`src/rtl/disp_bright_ctl.sv`:
```
// ---------------------------------------------------------------------------
// disp_bright_ctl
//
// Brightness controller/arbiter producing the 8-bit level for the display
// PDM dimmer. Three requesters share the display brightness:
//   night-mode schedule (highest priority), ambient-light sensor, software.
// The selected target is reached either immediately (slew_en_i = 0) or by a
// timed fade of one step per STEP_US microsecond ticks (slew_en_i = 1).
//
// Parameters
//   STEP_US   tsc_1ppus_i pulses per slew step (1..65535)
//   INIT_PDM  reset value of the output and of the latched request levels
//
// Ports
//   clk          system clock, all logic on its rising edge
//   rst_n        asynchronous, active-low reset
//   tsc_1ppus_i  one-clk pulse per microsecond
//   sw_pdm_i     software brightness level, latched on sw_valid_i
//   sw_valid_i   one-clk strobe for sw_pdm_i
//   amb_pdm_i    ambient brightness level, latched on amb_valid_i
//   amb_valid_i  one-clk strobe for amb_pdm_i (also marks ambient as seen)
//   amb_en_i     ambient source permitted
//   night_req_i  night mode active
//   night_pdm_i  night brightness level, used live
//   slew_en_i    1 = fade toward target, 0 = jump to target
//   disp_pdm_o   brightness level to the dimmer
//   busy_o       high while the output has not yet reached the target
//   src_o        active source: 0 = SW, 1 = AMB, 2 = NIGHT
//
// Build option
//   DISP_BRIGHT_EXP_EN  when defined, fade steps scale with the current level
//                       (level >> 4, minimum 1) for a perceptually uniform
//                       fade; otherwise every step is 1.
// ---------------------------------------------------------------------------
module disp_bright_ctl #(
  parameter int unsigned STEP_US  = 1000,
  parameter logic [7:0]  INIT_PDM = 8'h80
) (
  input  logic       clk,
  input  logic       rst_n,
  input  logic       tsc_1ppus_i,
  input  logic [7:0] sw_pdm_i,
  input  logic       sw_valid_i,
  input  logic [7:0] amb_pdm_i,
  input  logic       amb_valid_i,
  input  logic       amb_en_i,
  input  logic       night_req_i,
  input  logic [7:0] night_pdm_i,
  input  logic       slew_en_i,
  output logic [7:0] disp_pdm_o,
  output logic       busy_o,
  output logic [1:0] src_o
);

  typedef enum logic [1:0] {
    IDLE = 2'd0,
    UP   = 2'd1,
    DOWN = 2'd2
  } state_e;

  localparam logic [1:0]  SRC_SW    = 2'd0;
  localparam logic [1:0]  SRC_AMB   = 2'd1;
  localparam logic [1:0]  SRC_NIGHT = 2'd2;
  localparam logic [15:0] STEP_LAST = 16'(STEP_US - 1);

  logic [7:0]  sw_reg_q, sw_reg_d;
  logic [7:0]  amb_reg_q, amb_reg_d;
  logic        amb_seen_q, amb_seen_d;
  logic [7:0]  target_q, target_d;
  logic [1:0]  src_q, src_d;
  logic [15:0] presc_q, presc_d;
  logic        step_ce_q, step_ce_d;
  state_e      state_q;
  logic [7:0]  disp_q;
  logic        busy_q;

  logic [7:0]  up_step, dn_step;
  logic [7:0]  up_val, dn_val;

  // Request latches and fixed-priority arbitration. The arbitration reads the
  // already-latched request registers, so a strobe reaches the target two
  // edges after it is sampled.
  always_comb begin
    sw_reg_d   = sw_reg_q;
    amb_reg_d  = amb_reg_q;
    amb_seen_d = amb_seen_q;
    if (sw_valid_i) begin
      sw_reg_d = sw_pdm_i;
    end
    if (amb_valid_i) begin
      amb_reg_d  = amb_pdm_i;
      amb_seen_d = 1'b1;
    end

    target_d = sw_reg_q;
    src_d    = SRC_SW;
    if (night_req_i) begin
      target_d = night_pdm_i;
      src_d    = SRC_NIGHT;
    end else if (amb_en_i && amb_seen_q) begin
      target_d = amb_reg_q;
      src_d    = SRC_AMB;
    end
  end

  // Free-running microsecond prescaler; step_ce is a one-cycle pulse issued
  // the clock after the wrapping tick.
  always_comb begin
    presc_d   = presc_q;
    step_ce_d = 1'b0;
    if (tsc_1ppus_i) begin
      if (presc_q == STEP_LAST) begin
        presc_d   = 16'd0;
        step_ce_d = 1'b1;
      end else begin
        presc_d = presc_q + 16'd1;
      end
    end
  end

  always_ff @(posedge clk or negedge rst_n) begin
    if (!rst_n) begin
      sw_reg_q   <= INIT_PDM;
      amb_reg_q  <= INIT_PDM;
      amb_seen_q <= 1'b0;
      target_q   <= INIT_PDM;
      src_q      <= SRC_SW;
      presc_q    <= 16'd0;
      step_ce_q  <= 1'b0;
    end else begin
      sw_reg_q   <= sw_reg_d;
      amb_reg_q  <= amb_reg_d;
      amb_seen_q <= amb_seen_d;
      target_q   <= target_d;
      src_q      <= src_d;
      presc_q    <= presc_d;
      step_ce_q  <= step_ce_d;
    end
  end

  // Step size for the fade. The downward step uses (level - 1) so the step
  // sequence going down retraces the upward one.
`ifdef DISP_BRIGHT_EXP_EN
  logic [7:0] dn_base;
  always_comb begin
    dn_base = disp_q - 8'd1;
    up_step = (disp_q[7:4] == 4'd0) ? 8'd1 : {4'd0, disp_q[7:4]};
    dn_step = (dn_base[7:4] == 4'd0) ? 8'd1 : {4'd0, dn_base[7:4]};
  end
`else
  always_comb begin
    up_step = 8'd1;
    dn_step = 8'd1;
  end
`endif

  // Candidate next levels, clamped so a step never passes the target. Since
  // the target is itself 8-bit, clamping also keeps the level within 0..255.
  // The differences are only meaningful in the matching fade direction.
  always_comb begin
    up_val = (up_step >= (target_q - disp_q)) ? target_q : (disp_q + up_step);
    dn_val = (dn_step >= (disp_q - target_q)) ? target_q : (disp_q - dn_step);
  end

  // Fade state machine. A reversal of direction only changes state; the
  // first step in the new direction waits for the next step_ce, so the
  // output never jumps when the target moves mid-fade.
  always_ff @(posedge clk or negedge rst_n) begin
    if (!rst_n) begin
      state_q <= IDLE;
      disp_q  <= INIT_PDM;
      busy_q  <= 1'b0;
    end else if (!slew_en_i) begin
      disp_q  <= target_q;
      state_q <= IDLE;
      busy_q  <= 1'b0;
    end else begin
      case (state_q)
        IDLE: begin
          if (target_q > disp_q) begin
            state_q <= UP;
            busy_q  <= 1'b1;
          end else if (target_q < disp_q) begin
            state_q <= DOWN;
            busy_q  <= 1'b1;
          end else begin
            busy_q <= 1'b0;
          end
        end
        UP: begin
          if (target_q < disp_q) begin
            state_q <= DOWN;
            busy_q  <= 1'b1;
          end else if (target_q == disp_q) begin
            state_q <= IDLE;
            busy_q  <= 1'b0;
          end else if (step_ce_q) begin
            disp_q <= up_val;
            if (up_val == target_q) begin
              state_q <= IDLE;
              busy_q  <= 1'b0;
            end
          end
        end
        DOWN: begin
          if (target_q > disp_q) begin
            state_q <= UP;
            busy_q  <= 1'b1;
          end else if (target_q == disp_q) begin
            state_q <= IDLE;
            busy_q  <= 1'b0;
          end else if (step_ce_q) begin
            disp_q <= dn_val;
            if (dn_val == target_q) begin
              state_q <= IDLE;
              busy_q  <= 1'b0;
            end
          end
        end
        default: begin
          state_q <= IDLE;
          busy_q  <= 1'b0;
        end
      endcase
    end
  end

  assign disp_pdm_o = disp_q;
  assign busy_o     = busy_q;
  assign src_o      = src_q;

endmodule
```
`config.mk`:
```
export PLATFORM = sky130hd
export DESIGN_NAME = disp_bright_ctl
export DESIGN_NICKNAME = d
export VERILOG_FILES = /design/src/rtl/disp_bright_ctl.sv
export SDC_FILE = /design/constraint.sdc
export NUM_CORES = 1
export LEC_CHECK = 0
export CORE_ASPECT_RATIO = 0.6
export CORE_MARGIN = 5
export CORE_UTILIZATION = 25
export CTS_BUF_LIST = sky130_fd_sc_hd__clkbuf_8
export CTS_CLUSTER_DIAMETER = 50
export CTS_CLUSTER_SIZE = 12
export DETAILED_ROUTE_END_ITERATION = 7
export SLEW_MARGIN = 15
export SYNTH_ARGS = -nofsm -noshare
export SYNTH_HDL_FRONTEND = slang
export SYNTH_SLANG_ARGS = --single-unit
```
`constraint.sdc`:
```
create_clock -name clk -period 3.5 [get_ports clk]
set_input_delay 0.35 -clock clk [delete_from_list [all_inputs] [get_ports clk]]
set_output_delay 0.35 -clock clk [all_outputs]
set_load 0.03 [all_outputs]
```
==> results_dict.tcl <==
set metrics [dict create \
    synthFlopType "dfrtp_1" \
    layout_min_cycle_time_ns 3.36 \
    gp_congestion 0.906 \
    p_leak_nw 1.87 \
    first_iter_violations 311 \
    yosysSeqAreaShare_pct 37.7 \
    avgRoutedWirePerCell_um 15.5 \
    clk_latency_ns 0.32 \
    hold_buffers 0 \
    grt_pass1_wl_um 15700 \
    synth_nets 434 \
    overflow 0 \
    layout-area-overhead-vs-synth_pct 20.9 \
    yosysTopAreaCell "dfrtp_1" \
    status "completed" \
    synth.most_common_cell "dfrtp_1" \
    cp.required_ns 3.74 \
    cts_setup_buffers 0 \
    fp.coreArea_sq_um 14400 \
    grt_use_total_pct 11.1 \
    avgSynthCellArea_sq_um 9.64 \
    start_util_pct 25.4 \
    path_clk_slew_ns 0.10 \
    ctsHtreeMaxLevel 2 \
    portBuffers 42 \
    final_cells 624 \
    fin_skew_ns 0.00528 \
    die_w_um 166 \
    die_h_um 104 \
    finalSetupTns_ns 0 \
    num_vias 3048 \
    synth_top_area_share_pct 34.8 \
    yosysWarnings 0 \
    finalCritPeriodShare_pct 96.0 \
    die_area_sq_um 17300 \
    drt_pass1_iterations 5 \
    dpl.cell_count 616 \
    maxSlewHeadroom_pct 54.0 \
    syn_area_sq_um 3660 \
    rows 34 \
    worst_slack_ns 0.139 \
    drive_gt1_share_pct 11.0 \
    drt-vias-per-instance 4.88 \
    path_class "flop to flop" \
    max_slew.worst_pin.slew_ns 0.685 \
    ys_seq_elements 55 \
    synth_edf_count 0 \
    cellPowerDensity_nw_per_um2 443 \
    diodes 0 \
    cts_buffers 5 \
    synthCells 380 \
    crit_path_start "disp_pdm_o[0]$_DFFE_PN0P_" \
    max_freq_mhz 298 \
    hpwlAfterDp_um 7650 \
    rr_startpoint "disp_pdm_o[0]$_DFFE_PN0P_" \
    grt_pass1_vias 2995 \
    synthTopCellsByArea "dfrtp_1 35%, ha_1 6.8%, xnor2_1 6.5%" \
    synth_common_cells "51 x dfrtp_1, 34 x nand2_1, 27 x xnor2_1" \
    hold_violations 0 \
    grt_antenna_before_repair 0 \
    slew_violations 0 \
    tritoncts "done" \
    drc 0 \
    drt-total-wl_um 9670 \
    cp-end-kind "flop" \
    dpl_worst_slack_ns 0.184 \
    finalSetupViolCount 0 \
    worst-path-max-fanout 9 \
    cts-root-buf "clkbuf_8" \
    postRouteAntennaNets 0 \
    crit_arrival_ns 3.60 \
    cts.sinks 55 \
    startpoint_type "flop" \
    async_flop_share_pct 100 \
    ios 43 \
    maxCapViolCount 0 \
    nets 479 \
    grt_max_degree 32 \
    min_path_type "input pin to async pin" \
    ir_worst_vdd_v 0.000141 \
    rsz0062_at_grt "no" \
    cts.path.max_buffers 2 \
    synth.distinct_cells 61 \
]
-- sequential cells by signal, indices dropped and copies added, names as in the netlist --
name        cells
disp_pdm_o      8
src_o           2
target_q        8
presc_q        16
amb_reg_q       8
amb_seen_q      1
step_ce_q       1
sw_reg_q        8
state_q         2
busy_o          1
-- stage by stage --
stage | hold WS [ns] | total power [W] | cell area (sq um) | util [%]
after global routing | 0.0456 | 0.00209 | 4430 | 30.7
after CTS | 0.0157 | 0.00197 | 4430 | 30.7
after floorplan | 0.0544 | 0.00134 | 3660 | -
after global placement | 0.370 | 0.00159 | 4340 | 30.1
after detailed placement | 0.378 | 0.00160 | 4340 | 30.1
final | 0.00963 | 0.00196 | 4430 | 30.7
-- worst paths after layout --
path,slack (ns),endpoint,cells past startpoint
min in group clk,0.47,presc_q[15]$_DFFE_PN0P_,1
max,0.14,disp_pdm_o[4]$_DFFE_PN0P_,11
min,0.01,presc_q[13]$_DFFE_PN0P_,1
max in group asynchronous,2.64,amb_reg_q[7]$_DFFE_PN1P_,2
min reg2reg,0.47,presc_q[15]$_DFFE_PN0P_,1
max reg2reg,0.14,disp_pdm_o[4]$_DFFE_PN0P_,11
-- report_power, final --
| group | leakage, nW | switching (W) | internal (W) |
|---|---|---|---|
| logic | 1.16 | 0.000451 | 0.000341 |
| clock network | 0.0402 | 0.000221 | 0.000140 |
| registers | 0.670 | 0.0000912 | 0.000718 |
| total | 1.87 | 0.000763 | 0.00120 |
-- layout make-up --
class / count / area (sq um)
multi-input cells: 288 / 2140
inverters: 23 / 86.3
flip-flops and latches: 55 / 1380
clock buffers: 5 / 68.8
well taps: 198 / 248
repair buffers: 52 / 490
clock inverters: 3 / 20.0
fillers: 1502 / 9990
-- routing by layer --
metal | GRT usage, % | part of all wire, %
met3 | 4.04 | 8.6
met4 | 2.86 | 1.5
met1 | 16.8 | 51
met2 | 14.8 | 39
met5 | 0 | 0
-- logic make-up (layout without fill, tap and decap cells) --
logic type                 count (synthesis)  count (layout)  synth area share (%)
adders and majority gates                 22              22                  7.92
and+or+nand+nor                          114             114                  15.4
buffers and inverters                     37              83                  4.13
AOI/OAI and AO/OA                         82              82                  16.6
xor gates and xnor gates                  42              42                  10.0
muxes                                     28              28                  8.19
DFF                                       55              55                  37.7
-- critical path: stages, from the launching register on --
cell      delay [ns]
dfrtp_1         0.52
inv_1           0.11
ha_1            0.22
fa_1            0.44
nor2b_4         0.17
o31ai_4         0.07
mux2i_1         0.13
or4_4           0.55
o31ai_4         0.38
nor2_1          0.10
a2111o_1        0.39
a32oi_1         0.20
-- layout by cell type, fill, tap and decap left out, types with 5 or more instances in the layout --
master,count
buf_4,10
dfrtp_1,51
mux2i_1,12
a32oi_1,5
xor2_1,15
nand3_1,10
nor3_1,12
o221ai_1,5
ha_1,20
a21oi_1,12
xnor2_1,27
nor2_1,25
a21o_1,6
nand2_1,34
clkdlybuf4s50_1,41
o21ai_0,17
nand4_1,7
inv_1,23
clkbuf_8,5
mux2_2,16
-- what timing repair did --
action / CTS / global route
hold endpoints to repair: 0 / 0
resized for setup: 0 / 1
endpoints found under the setup margin: 0 / 4
Note: power is estimated with default switching activity, not from simulation.
